<file path="src/rtl/rec_play_ctrl.sv">
// Record/playback controller for an SRAM audio recorder.
// It debounces four push keys and turns debounced presses into prioritised
// key events. A six-state FSM issues one-cycle recorder and player commands.
// The block also holds the playback speed factor and the DSP mode levels,
// and latches the length of the last recording.
module rec_play_ctrl #(
    parameter int ADDR_W     = 20,
    parameter int MAX_SPEED  = 8,
    parameter int DEB_CYCLES = 4096
) (
    input  logic              i_clk,
    input  logic              i_rst_n,
    input  logic [3:0]        i_key_n,
    input  logic              i_sw_slow,
    input  logic              i_sw_interp,
    input  logic              i_init_done,
    input  logic [ADDR_W-1:0] i_rec_addr,
    input  logic              i_rec_full,
    input  logic              i_play_done,
    output logic [2:0]        o_state,
    output logic              o_rec_start,
    output logic              o_rec_pause,
    output logic              o_rec_stop,
    output logic              o_play_start,
    output logic              o_play_pause,
    output logic              o_play_stop,
    output logic [3:0]        o_speed,
    output logic              o_fast,
    output logic              o_slow_0,
    output logic              o_slow_1,
    output logic [ADDR_W-1:0] o_rec_len
);

    localparam int CNT_W = (DEB_CYCLES > 2) ? $clog2(DEB_CYCLES) : 1;
    localparam logic [CNT_W-1:0] CNT_MAX = CNT_W'(DEB_CYCLES - 1);
    localparam logic [3:0] SPEED_MAX = 4'(MAX_SPEED);

    typedef enum logic [2:0] {
        INIT       = 3'd0,
        READY      = 3'd1,
        REC        = 3'd2,
        REC_PAUSE  = 3'd3,
        PLAY       = 3'd4,
        PLAY_PAUSE = 3'd5
    } state_t;

    logic [3:0]       sync1_q, sync2_q;
    logic [3:0]       deb_q, deb_d;
    logic [CNT_W-1:0] cnt_q [4];
    logic [CNT_W-1:0] cnt_d [4];
    logic [3:0]       evt_q;

    state_t           state_q, state_d;
    logic [5:0]       cmd_q, cmd_d;
    logic [3:0]       speed_q, speed_d;
    logic [2:0]       mode_q, mode_d;
    logic [ADDR_W-1:0] recLen_q, recLen_d;

    logic evStop, evRec, evPlay, evSpeed;

    // Two-flop synchroniser for the raw keys. Keys reset to the released level.
    always_ff @(posedge i_clk or negedge i_rst_n) begin
        if (!i_rst_n) begin
            sync1_q <= 4'hF;
            sync2_q <= 4'hF;
        end else begin
            sync1_q <= i_key_n;
            sync2_q <= sync1_q;
        end
    end

    // Debounce: the level flips once DEB_CYCLES consecutive samples disagree with it.
    always_comb begin
        deb_d = deb_q;
        for (int i = 0; i < 4; i++) begin
            cnt_d[i] = cnt_q[i];
            if (sync2_q[i] == deb_q[i]) begin
                cnt_d[i] = '0;
            end else if (cnt_q[i] == CNT_MAX) begin
                deb_d[i] = sync2_q[i];
                cnt_d[i] = '0;
            end else begin
                cnt_d[i] = cnt_q[i] + 1'b1;
            end
        end
    end

    // Debounce state. A press event is a one-cycle pulse on a debounced high-to-low change.
    always_ff @(posedge i_clk or negedge i_rst_n) begin
        if (!i_rst_n) begin
            deb_q <= 4'hF;
            evt_q <= 4'h0;
            for (int i = 0; i < 4; i++) cnt_q[i] <= '0;
        end else begin
            deb_q <= deb_d;
            evt_q <= deb_q & ~deb_d;
            for (int i = 0; i < 4; i++) cnt_q[i] <= cnt_d[i];
        end
    end

    // Priority filter: stop beats record, which beats play/pause, which beats speed.
    always_comb begin
        evStop  = evt_q[2];
        evRec   = evt_q[0] & ~evt_q[2];
        evPlay  = evt_q[1] & ~evt_q[2] & ~evt_q[0];
        evSpeed = evt_q[3] & ~evt_q[2] & ~evt_q[0] & ~evt_q[1];
    end

    // Next state, command pulses {recStart, recPause, recStop, playStart, playPause, playStop},
    // speed factor, recording length and DSP mode levels. Modes track the next state so
    // they align with o_state.
    always_comb begin
        state_d  = state_q;
        cmd_d    = 6'b000000;
        speed_d  = speed_q;
        recLen_d = recLen_q;
        mode_d   = 3'b000;

        case (state_q)
            INIT: begin
                if (i_init_done) state_d = READY;
            end
            READY: begin
                if (evRec) begin
                    state_d = REC;
                    cmd_d   = 6'b100000;
                end else if (evPlay && (recLen_q != '0)) begin
                    state_d = PLAY;
                    cmd_d   = 6'b000100;
                end
            end
            REC: begin
                if (evStop || i_rec_full) begin
                    state_d  = READY;
                    cmd_d    = 6'b001000;
                    recLen_d = i_rec_addr;
                end else if (evRec) begin
                    state_d = REC_PAUSE;
                    cmd_d   = 6'b010000;
                end
            end
            REC_PAUSE: begin
                if (evStop) begin
                    state_d  = READY;
                    cmd_d    = 6'b001000;
                    recLen_d = i_rec_addr;
                end else if (evRec) begin
                    state_d = REC;
                    cmd_d   = 6'b100000;
                end
            end
            PLAY: begin
                if (evStop || i_play_done) begin
                    state_d = READY;
                    cmd_d   = 6'b000001;
                end else if (evPlay) begin
                    state_d = PLAY_PAUSE;
                    cmd_d   = 6'b000010;
                end
            end
            PLAY_PAUSE: begin
                if (evStop) begin
                    state_d = READY;
                    cmd_d   = 6'b000001;
                end else if (evPlay) begin
                    state_d = PLAY;
                    cmd_d   = 6'b000100;
                end
            end
            default: begin
                state_d = READY;
            end
        endcase

        if (evSpeed && (state_q != INIT)) begin
            speed_d = (speed_q >= SPEED_MAX) ? 4'd1 : speed_q + 4'd1;
        end

        if ((state_d == PLAY) && (speed_d > 4'd1)) begin
            mode_d = {~i_sw_slow, i_sw_slow & ~i_sw_interp, i_sw_slow & i_sw_interp};
        end
    end

    // Control registers. Reset aborts any activity without issuing a command.
    always_ff @(posedge i_clk or negedge i_rst_n) begin
        if (!i_rst_n) begin
            state_q  <= INIT;
            cmd_q    <= 6'b000000;
            speed_q  <= 4'd1;
            mode_q   <= 3'b000;
            recLen_q <= '0;
        end else begin
            state_q  <= state_d;
            cmd_q    <= cmd_d;
            speed_q  <= speed_d;
            mode_q   <= mode_d;
            recLen_q <= recLen_d;
        end
    end

    assign o_state      = state_q;
    assign o_rec_start  = cmd_q[5];
    assign o_rec_pause  = cmd_q[4];
    assign o_rec_stop   = cmd_q[3];
    assign o_play_start = cmd_q[2];
    assign o_play_pause = cmd_q[1];
    assign o_play_stop  = cmd_q[0];
    assign o_speed      = speed_q;
    assign o_fast       = mode_q[2];
    assign o_slow_0     = mode_q[1];
    assign o_slow_1     = mode_q[0];
    assign o_rec_len    = recLen_q;

endmodule

</file>
<file path="config.mk">
export PLATFORM = sky130hd
export DESIGN_NAME = rec_play_ctrl
export DESIGN_NICKNAME = d
export VERILOG_FILES = /design/src/rtl/rec_play_ctrl.sv
export SDC_FILE = /design/constraint.sdc
export NUM_CORES = 1
export LEC_CHECK = 0
export CORE_UTILIZATION = 45
export CTS_CLUSTER_DIAMETER = 50
export DETAILED_ROUTE_END_ITERATION = 6
export PLACE_DENSITY = 0.71
export SYNTH_ARGS = -nofsm -noshare
export SYNTH_HDL_FRONTEND = slang
export SYNTH_SLANG_ARGS = --single-unit
export TNS_END_PERCENT = 10
</file>
<file path="constraint.sdc">
create_clock -name i_clk -period 2.3 [get_ports i_clk]
set_input_delay 0.46 -clock i_clk [delete_from_list [all_inputs] [get_ports i_clk]]
set_output_delay 0.46 -clock i_clk [all_outputs]
set_load 0.05 [all_outputs]
</file>
* Word-level counts from Yosys, hierarchy flattened
Cells that the tools add are included.
Operators by class: reduce and logical (&&, ||, !) cells 10, shifts and indexed selects 0, add/sub/neg operators 5, multiply operators 0, bitwise operators 15, divide/modulo/power cells 0, magnitude comparators 2, equal/unequal tests 16, multiplexer cells 45
Operators with widths (count):
- $mux 12 | 8
- $add 12x1->12 const B | 4
- $eq 12x12->1 const B | 4
- $mux 3 | 15
- $mux 20 | 2
- $pmux 20 s2 | 1
- $pmux 6 s5 | 1
- $reduce_bool 20->1 | 1
- $mux 6 | 3
- $pmux 3 s6 | 1
- $mux 5 | 2
- $eq 3x3->1 const B | 3
- $and 1x1->1 | 8
- $mux 1 | 8
- $mux 4 | 2
- $eq 3x2->1 const B | 2
- $not 1->1 | 5
- $add 4x1->4 const B | 1
- $and 4x4->4 | 1
- $eq 1x1->1 | 4
- $ge 4x4->1 const B | 1
- $gt 4x1->1 const B | 1
- $mux 2 | 2
- $ne 2x2->1 const B | 2
- other kinds (8) | 11
Word-level totals: register bits 100, bits of input ports 31, output and inout port bits 36, bits in latches 0, bits in read-only memories 0, bits in writable memories 0, memories kept 0, logic and storage cells 106

* Depth between registers and ports, before layout
depth after elaboration 10, depth in mapped cells 7, depth with buffers taken out 7

* Least setup slack after synthesis
OpenSTA, ideal clock, no wires.
path type reg2reg, start register state_q[0], in the netlist o_state[0], end register recLen_q[0], in the netlist o_rec_len[0], period minus slack after synthesis 2.159 ns, cell stages (with the launch flop) 7, data arrival time 2.035 ns, path slack 0.141 ns, buffers on the path 2, required time 2.175 ns, setup time 0.125 ns, cell sequence dfrtp_1 > clkbuf_1 > inv_1 > a21oi_1 > or3b_2 > clkbuf_1 > mux2_2
Between the ends: cells in the longest elaborated chain, start to end 3, elaborated cells between the ends (all ways) 7, classes of those cells eq/ne: 4; mux: 1; reduce/logical: 2
Ends and longest elaborated chain:
- start, declared | line 53 | state_t state_q, state_d;
- start signal, assigned | line 193 | state_q <= state_d;
- $eq 3x2->1 | line 119 | case (state_q)
- $ne 2x2->1 (no source line) or $reduce_bool 2->1 (tied branches)
- $reduce_and 3->1 (no source line)
- end signal, assigned | line 197 | recLen_q <= recLen_d;
- end, declared | line 57 | logic [ADDR_W-1:0] recLen_q, recLen_d;
Several ways; a longest one is shown, not always the timed one. A chain may end at the register's enable or synchronous reset.

* Worst setup path in the final report
start register speed_q[3], in the netlist o_speed[3], end output o_speed[3]
RTL lines:
- start, declared | line 55 | logic [3:0] speed_q, speed_d;
- start signal, assigned | line 195 | speed_q <= speed_d;
- end, declared | line 27 | output logic [3:0] o_speed,
No word-level cell between the ends.

==> out/qor.yml <==
post_drt_wl_per_cell_um: 13.1
synth_top_family_by_area: "simple AND/OR/NAND/NOR gates"
synth_xor_area_frac: 0.0911
clk_latency_ns: 0.37
max_cap_violations: 0
grt_pass1_wl_um: 12700
htree_levels: 3
regToRegSetupSlack_ns: 0.20
rows: 35
start_kind: "flop"
cp_max_fo: 9
syn_avg_cell_area_um2: 11.4
grtUsageTotal: 0.162
drc: 0
seq_area_frac_synth: 0.582
finalHoldViolCount: 0
power_density_nw_per_um2: 604
ir_worst_vdd_mv: 0.373
nets: 487
cp-end-kind: "output port"
hold_slack_ns: 0.0516
fp.coreArea_um2: 9280
place_congestion: 0.828
synth_compound_area_frac: 0.0393
max_freq_mhz: 449
worst-path-stages: 1
yosys_warnings: 0
synth-seq-cells: 100
synth_simple_gate_area_frac: 0.185
rsz0062_at_grt: "false"
vias_per_cell: 4.98
slowest_delay_ns: 0.87
synthAdderAreaFrac: 0.0174
layout_common_cells: "dfrtp_1, nor2_1, clkdlybuf4s50_1, nand2_1, mux2_2"
layout.cells.most_common: "dfrtp_1"
critical_path.endpoint: "o_speed[3]"
drtPass1Iterations: 4
drive_gt1_frac: 0.136
cts_buffer_depth: 2
yosysTopAreaCell: "dfrtp_1"
vias: 2909
die_w_um: 100
syn_area_um2: 4330
synth_cell_types: 42
antenna_found_initial: 0
relSlewSlack: 0.635
root_buffer: "clkbuf_8"
slowest_stage: "clkdlybuf4s50_1"
cts_tree: "yes"
die_h_um: 100
area_growth_pct: 24.1
final-max-slew-violation-count: 0
grt.overflow.total: 0
synth.area.mux_share: 0.0625
fin_total_pwr_uw: 3240
status: "finished, final reports clean"
hpwl_um: 5340
period_needed_ns: 2.23
cp.required_ns: 1.84
power_leakage_uw: 0.00240
drt_iter0_drc: 86
cts_hold_buf: 0
placedCellCount: 568
hold_path.class: "input pin to asynchronous set/reset pin"
antenna_cells: 0
startpoint: "o_speed[3]"
fin_cells: 584
ys_async_sr_fraction: 1.00
start_util: 0.466
worst_pin_slew_ns: 0.547
syn_nets: 418
reg2regPathDepth: 5
io_pins: 67
wirelength_um: 7630
numCtsBuffers: 9
antenna_left: 0
crit_arrival_ns: 1.77
clkTransAtPathRegs_ns: 0.10
nFillCells: 785
worstSetupPathType: "flop to output port"
fin_crit_sh: 0.968
crit_chain: "clkdlybuf4s50_1"
tns_ns: 0
crit_family: "buffers and inverters"
clock-sinks: 100
grt_max_degree: 45
yosys_most_used_dff: "dfrtp_1"
grt_pass1_vias: 2904
synth_edf_count: 0
syn_inst: 381
r2r_start: "evt_q[2]"
skew_ns: 0.0103
portBuffers: 66
regToRegEndpoint: "mode_q[1]"
synth_top_area_frac: 0.503
setup_viol: 0
dieArea_um2: 10000
cp.buffers_inverters: 1
synthTopCellsByArea: "dfrtp_1, dfstp_2, mux2_2, nor2_1, xnor2_1"
what timing repair did:
item,4_1_cts,5_1_grt
setup endpoints to repair,0,1
setup buffers,0,0
resized for setup,0,1
endpoints found under the hold margin,0,0
per-stage QoR:
stage | setup slack [ns] | area (um^2) | util
after floorplan | 0.141 | 4330 | -
after global placement | 0.0783 | 5130 | 0.552
after detailed placement | 0.0316 | 5130 | 0.552
after CTS | 0.0126 | 5370 | 0.578
after global routing | 0.0244 | 5370 | 0.578
final | 0.0730 | 5370 | 0.578
final cells by class:
cell class	count	area (um^2)	share of cell area
sequential	100	2520	0.469
clock buffer	11	151	0.0282
tap	129	161	0.0301
timing repair buffer	68	688	0.128
multi-input combinational	257	1710	0.319
inverter	14	52.6	0.00979
clock inverter	5	86.3	0.0161
worst min-delay path by stage:
stage          slack [ns]          to  depth (start not counted)
6_report             0.05   cnt_q[38]                          1
5_1_grt              0.08   cnt_q[40]                          1
4_1_cts              0.07   cnt_q[38]                          1
3_5_place_dp         0.35  sync2_q[1]                          0
3_3_place_gp         0.35  sync2_q[0]                          0
2_1_floorplan        0.16    cmd_q[0]                          0
sequential cells by signal, indices dropped and copies added (netlist names):
| signal | flops |
|---|---|
| cmd_q | 6 |
| o_rec_len | 20 |
| cnt_q | 48 |
| o_state | 3 |
| deb_q | 4 |
| sync2_q | 4 |
| mode_q | 3 |
| o_speed | 4 |
| evt_q | 4 |
| sync1_q | 4 |
cells in the mapped netlist, drive strengths merged, types with 7 or more instances:
master  instances
dfstp          13
nor2           64
xor2           22
dfrtp          87
inv            14
clkbuf          8
nand2b          7
nand2          24
nand4           9
mux2           24
xnor2          23
and3            8
nand3          14
nor3            7
cell families (layout without fill, tap and decap cells):
| family | after synthesis | after routing |
|---|---|---|
| buf+inv | 24 | 98 |
| compound gates | 21 | 21 |
| flops | 100 | 100 |
| mux | 24 | 24 |
| simple gates | 161 | 161 |
| fa+ha+maj | 6 | 6 |
| xor+xnor | 45 | 45 |
where the power goes:
part | switching, uW | internal, uW | total [uW]
Clock | 611 | 684 | 1290
Sequential | 21.3 | 1790 | 1810
Combinational | 69.9 | 69.3 | 139
per-layer routing:
| layer | wire length, um | GRT usage | share of wire |
|---|---|---|---|
| met4 | 70 | 0.0468 | 0.0092 |
| met3 | 298 | 0.0474 | 0.039 |
| met2 | 3720 | 0.273 | 0.49 |
| met1 | 3540 | 0.203 | 0.46 |
| met5 | 0 | 0 | 0 |
(Power assumes the default switching activity.)
